<file path="src/rtl/hazard_ctrl.sv">
// Hazard and memory-stall controller for the 5-stage MIPS pipeline: operand forwarding,
// load-use/branch interlocks, and a wait-state FSM that locks into an error state on a stuck access.
module hazard_ctrl #(
  parameter int unsigned MEM_TIMEOUT = 15,
  parameter int unsigned CNT_W       = 16
) (
  input  logic             Clk,
  input  logic             rst,
  input  logic [4:0]       RsD,
  input  logic [4:0]       RtD,
  input  logic [4:0]       RsE,
  input  logic [4:0]       RtE,
  input  logic [4:0]       WriteRegE,
  input  logic [4:0]       WriteRegM,
  input  logic [4:0]       WriteRegW,
  input  logic             RegWriteE,
  input  logic             RegWriteM,
  input  logic             RegWriteW,
  input  logic             MemtoRegE,
  input  logic             MemtoRegM,
  input  logic             BranchD,
  input  logic             MemReqM,
  input  logic             MemReadyM,
  output logic [1:0]       ForwardAE,
  output logic [1:0]       ForwardBE,
  output logic             ForwardAD,
  output logic             ForwardBD,
  output logic             StallF,
  output logic             StallD,
  output logic             StallE,
  output logic             StallM,
  output logic             FlushE,
  output logic             FlushW,
  output logic             MemErr,
  output logic [CNT_W-1:0] StallCount
);

  typedef enum logic [1:0] {IDLE, WAIT, ERR} state_t;

  localparam logic [7:0] TIMEOUT_CNT = 8'(MEM_TIMEOUT);

  state_t     state, stateNext;
  logic [7:0] WaitCnt, WaitCntNext;
  logic       lwstall, branchstall, MemStall;

  // Execute-stage forwarding: the younger M-stage result wins over W.
  always_comb begin
    ForwardAE = 2'b00;
    if (RsE != 5'd0 && RegWriteM && RsE == WriteRegM)
      ForwardAE = 2'b10;
    else if (RsE != 5'd0 && RegWriteW && RsE == WriteRegW)
      ForwardAE = 2'b01;

    ForwardBE = 2'b00;
    if (RtE != 5'd0 && RegWriteM && RtE == WriteRegM)
      ForwardBE = 2'b10;
    else if (RtE != 5'd0 && RegWriteW && RtE == WriteRegW)
      ForwardBE = 2'b01;
  end

  assign ForwardAD = (RsD != 5'd0) && RegWriteM && (RsD == WriteRegM);
  assign ForwardBD = (RtD != 5'd0) && RegWriteM && (RtD == WriteRegM);

  assign lwstall = MemtoRegE && ((RsD == RtE) || (RtD == RtE));

  // Branch compare in Decode needs its operands a stage earlier than the ALU does.
  assign branchstall = BranchD &&
                       ((RegWriteE && (WriteRegE == RsD || WriteRegE == RtD)) ||
                        (MemtoRegM && (WriteRegM == RsD || WriteRegM == RtD)));

  assign MemStall = (state == ERR) || (MemReqM && !MemReadyM);

  // A held M stage outranks the Decode interlock; the interlock re-evaluates once M releases.
  always_comb begin
    StallF = 1'b0;
    StallD = 1'b0;
    StallE = 1'b0;
    StallM = 1'b0;
    FlushE = 1'b0;
    FlushW = 1'b0;
    if (MemStall) begin
      StallF = 1'b1;
      StallD = 1'b1;
      StallE = 1'b1;
      StallM = 1'b1;
      FlushW = 1'b1;
    end else if (lwstall || branchstall) begin
      StallF = 1'b1;
      StallD = 1'b1;
      FlushE = 1'b1;
    end
  end

  always_comb begin
    stateNext   = state;
    WaitCntNext = WaitCnt;
    unique case (state)
      IDLE: begin
        if (MemStall) begin
          stateNext   = WAIT;
          WaitCntNext = 8'd1;
        end else begin
          WaitCntNext = '0;
        end
      end
      WAIT: begin
        if (MemReadyM || !MemReqM) begin
          stateNext   = IDLE;
          WaitCntNext = '0;
        end else if (WaitCnt == TIMEOUT_CNT) begin
          stateNext = ERR;
        end else begin
          WaitCntNext = WaitCnt + 8'd1;
        end
      end
      ERR: begin
        stateNext = ERR;
      end
      default: begin
        stateNext   = IDLE;
        WaitCntNext = '0;
      end
    endcase
  end

  always_ff @(posedge Clk or posedge rst) begin
    if (rst) begin
      state      <= IDLE;
      WaitCnt    <= '0;
      MemErr     <= 1'b0;
      StallCount <= '0;
    end else begin
      state   <= stateNext;
      WaitCnt <= WaitCntNext;
      if (stateNext == ERR)
        MemErr <= 1'b1;
      if (StallF && StallCount != '1)
        StallCount <= StallCount + 1'b1;
    end
  end

endmodule

</file>
<file path="config.mk">
export PLATFORM = sky130hd
export DESIGN_NAME = hazard_ctrl
export DESIGN_NICKNAME = d
export VERILOG_FILES = /design/src/rtl/hazard_ctrl.sv
export SDC_FILE = /design/constraint.sdc
export NUM_CORES = 1
export LEC_CHECK = 0
export ABC_AREA = 1
export CORE_MARGIN = 3
export CORE_UTILIZATION = 35
export DETAILED_ROUTE_END_ITERATION = 7
export HOLD_SLACK_MARGIN = 0.15
export PLACE_DENSITY = 0.62
export SLEW_MARGIN = 5
export SYNTH_ARGS = -nofsm -noshare
export SYNTH_HDL_FRONTEND = slang
export SYNTH_SLANG_ARGS = --single-unit
</file>
<file path="constraint.sdc">
create_clock -name Clk -period 2.2 [get_ports Clk]
set_clock_uncertainty 0.05 [all_clocks]
set_input_delay 0.44 -clock Clk [delete_from_list [all_inputs] [get_ports Clk]]
set_output_delay 0.44 -clock Clk [all_outputs]
set_load 0.02 [all_outputs]
</file>
# --- Yosys cells after proc, flatten, opt, wreduce, memory -nomap -nowiden ---
# Cells that the tools add are included.
op_classes:
  mux: 16
  n_bitwise: 1
  reduce_logical: 33
  eq_ne: 18
  n_addsub: 2
ops:
  columns: ["operator", "count"]
  rows:
  - ["$eq 5x5->1", 12]
  - ["$pmux 8 s3", 1]
  - ["$reduce_bool 5->1", 4]
  - ["$logic_and 1x1->1", 18]
  - ["$add 16x1->16 const B", 1]
  - ["$mux 8", 2]
  - ["$ne 16x16->1 const B", 1]
  - ["$mux 2", 5]
  - ["$add 8x1->8 const B", 1]
  - ["$eq 8x4->1 const B", 1]
  - ["$logic_or 1x1->1", 7]
  - ["$mux 1", 7]
  - ["$pmux 2 s3", 1]
  - ["$eq 2x2->1 const B", 2]
  - ["$ne 3x3->1 const B", 1]
  - ["$eq 2x1->1 const B", 1]
  - ["$logic_not 1->1", 2]
  - ["$logic_not 2->1", 1]
  - ["$reduce_and 2->1", 1]
  - ["$not 1->1", 1]
word_totals:
  out_inout_bits: 29
  regBits: 27
  input_bits: 45
  wordCells: 74

# --- Longest topological paths before layout ---
logic_depth:
  ltp_word: 9
  depth_mapped: 14
  ltp_nobuf: 13

# --- Least setup slack after synthesis ---
# OpenSTA, ideal clock, no wires.
synth_path:
  kind: "in2out"
  start: "in RtE[2]"
  end: "out ForwardBE[0]"
  path_buffers: 1
  path_slack_ps: -222
  cell_stages: 6
  arrival_ps: 1932
  path_cell_list: "buf_2 -> nand2_1 -> o21ai_0 -> a211o_1 -> nor4_1 -> nor2_1"
synth_via:
  elab_chain_cells: 5
  elab_cells_between_ends: 9
  classes_between: "2 x eq/ne; 2 x mux; 5 x reduce/logical"
synth_rtl:
  columns: ["element", "line", "text"]
  rows:
  - ["from (decl)", "12", "input logic [4:0] RtE,"]
  - ["$reduce_bool 5->1", "55, 57", null]
  - ["$logic_and 1x1->1 (2 in a row)", "57", "else if (RtE != 5'd0 && RegWriteW && RtE == WriteRegW)"]
  - ["$mux 1", "57", null]
  - ["$mux 2 *", "55", "if (RtE != 5'd0 && RegWriteM && RtE == WriteRegM)"]
  - ["to (decl)", "25", "output logic [1:0] ForwardBE,"]
# Every way passes the cells marked *; elsewhere a longest branch is shown, timed or not.

# --- Worst setup path after layout ---
layout_path:
  start: "in WriteRegW[4]"
  end: "out ForwardAE[0]"
layout_via:
  elab_chain_cells: 4
layout_rtl:
  columns: ["element", "line", "text"]
  rows:
  - ["from (decl)", "15", "input logic [4:0] WriteRegW,"]
  - ["$eq 5x5->1", "51", "else if (RsE != 5'd0 && RegWriteW && RsE == WriteRegW)"]
  - ["$logic_and 1x1->1", "51", null]
  - ["$mux 1", "51", null]
  - ["$mux 2", "49", "if (RsE != 5'd0 && RegWriteM && RsE == WriteRegM)"]
  - ["to (decl)", "24", "output logic [1:0] ForwardAE,"]
# No other way between the ends.

==> key figures <==
Timing
  – Final Setup Violations: 0
  – Slew HR: 0.741
  – Fin crit share: 0.977
  – Worst-margin pin slew: 389 ps
  – Final setup TNS: 0 ps
  – Final Hold Fails: 0
  – Final WS setup: 49.9 ps
  – Max Slew Vio Count: 0
  – Max Clk Rate: 465 MHz
  – Min cycle time layout: 2150 ps

Floorplanning
  – IO Pins: 74
  – Core box area: 6530 µm²
  – Initial core utilization: 0.372
  – # rows: 29
  – Chip height: 89.4 µm
  – Die width: 89.4 µm
  – Total Die Area: 7990 µm²

Setup path
  – Crit-path cells: clkdlybuf4s50_1 -> inv_1 -> o22ai_1 -> a211oi_2 -> nand3_1 -> nor2_1 -> buf_4
  – R2r startpoint: StallCount[0]
  – Max FO, Critical Path: 3
  – Launch point of the worst path: WriteRegW[4]
  – Worst reg-to-reg setup slack: 220 ps
  – CP startpoint kind: input pin
  – Slowest stage cell, crit path: clkdlybuf4s50_1
  – Worst R2R End: StallCount[2]
  – Worst setup path class: in -> out
  – Setup crit end kind: output port
  – Setup crit end: ForwardAE[0]
  – Required @ worst endpoint: 1710 ps
  – R2R cell count: 9
  – CP max stage delay: 460 ps
  – Arrival @ worst endpoint: 1660 ps

Power and ir drop
  – Cell leakage power: 0.00177 µW
  – Total power: 1530 µW
  – VDD IR-drop max: 0.541 mV
  – Pwr dens: 440 nW/µm²

Synthesis
  – Post-synth EDFFs: 0
  – Syn avg cell area: 6.76 µm²
  – Net Count, Synth: 407
  – Post-Syn Instances: 360
  – Cell Area, Synth: 2430 µm²
  – Number of synthesis warnings: 0
  – Yosys top cell by area: dfrtp_1
  – Commonest cells in the netlist: nand2_1, inv_1, dfrtp_1
  – Top cells by area, synth: dfrtp_1, nand2_1, inv_1
  – Register bit count reported by yosys: 27
  – Most common cell in the netlist: nand2_1
  – Synth top area share: 0.278
  – FFs w/ async S/R, synth: 1.00
  – Synth cell types: 40
  – Main synth FF type: dfrtp_1
  – Sequential share of the synthesized area: 0.278

Drt
  – Antenna Nets Post-Route: 0
  – Total number of vias: 2652
  – Drt via density: 4.90
  – M1 wire length: 3.51 mm
  – Highest routed layer: met4
  – Initial DRC count: 132
  – Met3 wire length: 403 µm
  – Met2 wire length: 3.39 mm
  – DR pass1 iterations: 4
  – # DRC: 0
  – WL final: 7.33 mm
  – WL/cell: 13.5 µm

Clocking
  – Clock H-tree levels: 1
  – Total clock sinks: 27
  – CTS tree: built
  – Root buffer cell: clkbuf_8
  – Setup bufs post-CTS: 0
  – CTS clock-pin slew for the worst setup and hold paths: 90 ps
  – Hold-fix buffers, CTS: 0
  – Worst-skew pair later-pin latency: 270 ps
  – Longest Clk Path Bufs: 2
  – Total CTS buffers: 3

Global route
  – Initial antenna violation count: 0
  – GR Util All Layers: 0.189
  – Vias in the first global route: 2559
  – First-pass GRT wire length: 12.1 mm
  – Global route overflow: 0
  – Largest net degree at the start of global routing: 28

Layout
  – Post-Layout Cell Count: 541
  – Fin nets: 512
  – Area delta synth->final: 42.9%
  – N_diodes: 0
  – Share of post-route cells with drive strength above 1: 0.252

Place
  – Setup WS pre-CTS: -797 ps
  – Placed cell count: 537
  – RePlAce Congestion: 0.921
  – IO Port Bufs: 73
  – DP HPWL: 5.69 mm

Run
  – Max-cap violation count: 0

Status
  – Outcome: finished clean

Worst hold path
  – Min-Delay Path Class: reg -> reg
-- cell type report --
| cell class | count | area [µm²] |
|---|---|---|
| Multi-Input combinational cell | 273 | 1560 |
| Tap cell | 77 | 96.3 |
| Clock buffer | 4 | 45.0 |
| Fill cell | 665 | 3060 |
| Sequential cell | 27 | 676 |
| Inverter | 50 | 188 |
| Timing Repair Buffer | 110 | 916 |
-- critical path, delay by kind of cell --
kind                   cells  cell delay (ps)
AND/OR/NAND/NOR            2              200
buffers and inverters      3              720
AO/OA/AOI/OAI              2              290
-- registers in the layout, indices dropped and copies added (netlist names) --
name,count
StallCount,16
MemErr,1
WaitCnt,8
state,2
-- stage by stage --
stage	instance area (µm²)	hold WS (ps)	util
2_1_floorplan	2440	415	-
3_3_place_gp	3440	406	0.527
3_5_place_dp	3440	411	0.527
4_1_cts	3490	433	0.534
5_1_grt	3480	455	0.532
6_report	3480	433	0.532
-- placed cells by master (no fill, tap or decap), types with 3 or more instances in the layout --
cell type / count
nor3_1: 10
nand3_1: 22
nand3_2: 10
dlygate4sd2_1: 8
xor2_1: 15
inv_1: 37
buf_4: 38
clkdlybuf4s15_2: 5
nand2_1: 112
o21ai_0: 11
dfrtp_1: 27
dlymetal6s2s_1: 5
clkdlybuf4s50_1: 27
nand2_2: 3
nor2_1: 20
nand4_1: 5
a211oi_1: 4
clkbuf_8: 3
xnor2_1: 16
o22ai_1: 6
a21oi_1: 4
clkbuf_2: 13
buf_2: 8
inv_2: 13
buf_6: 5
nor2_2: 6
-- logic make-up after synthesis --
group / Yosys count / synth area share
xor gates and xnor gates: 31 / 0.112
AOI/OAI and AO/OA: 38 / 0.0983
buffers and inverters: 60 / 0.118
and+or+nand+nor: 202 / 0.384
DFF: 27 / 0.278
adders and majority gates: 2 / 0.0103
-- how the worst min path moves through the flow --
stage | startpoint | endpoint | cells after the start
floorplan | WaitCnt[2] | WaitCnt[2] | 1
global placement | MemErr | MemErr | 1
detailed placement | MemErr | MemErr | 1
CTS | MemErr | MemErr | 1
global route | MemErr | MemErr | 1
finish | MemErr | MemErr | 1
-- where the power goes --
group,total (µW),internal (µW),switching [µW]
Combinational,633,296,337
Clock,280,129,151
Sequential,616,541,75.0
-- what timing repair did --
action,in CTS,in global routing
gates resized for setup,113,52
pin swaps,11,14
setup endpoints to repair,28,23
-- per-layer routing --
layer  vias up  track usage
li1       1368            -
met1      1210        0.273
met2        72        0.312
met3         2       0.0166
met4         0       0.0311
met5         -            0
Note: power is estimated with default switching activity, not from simulation.
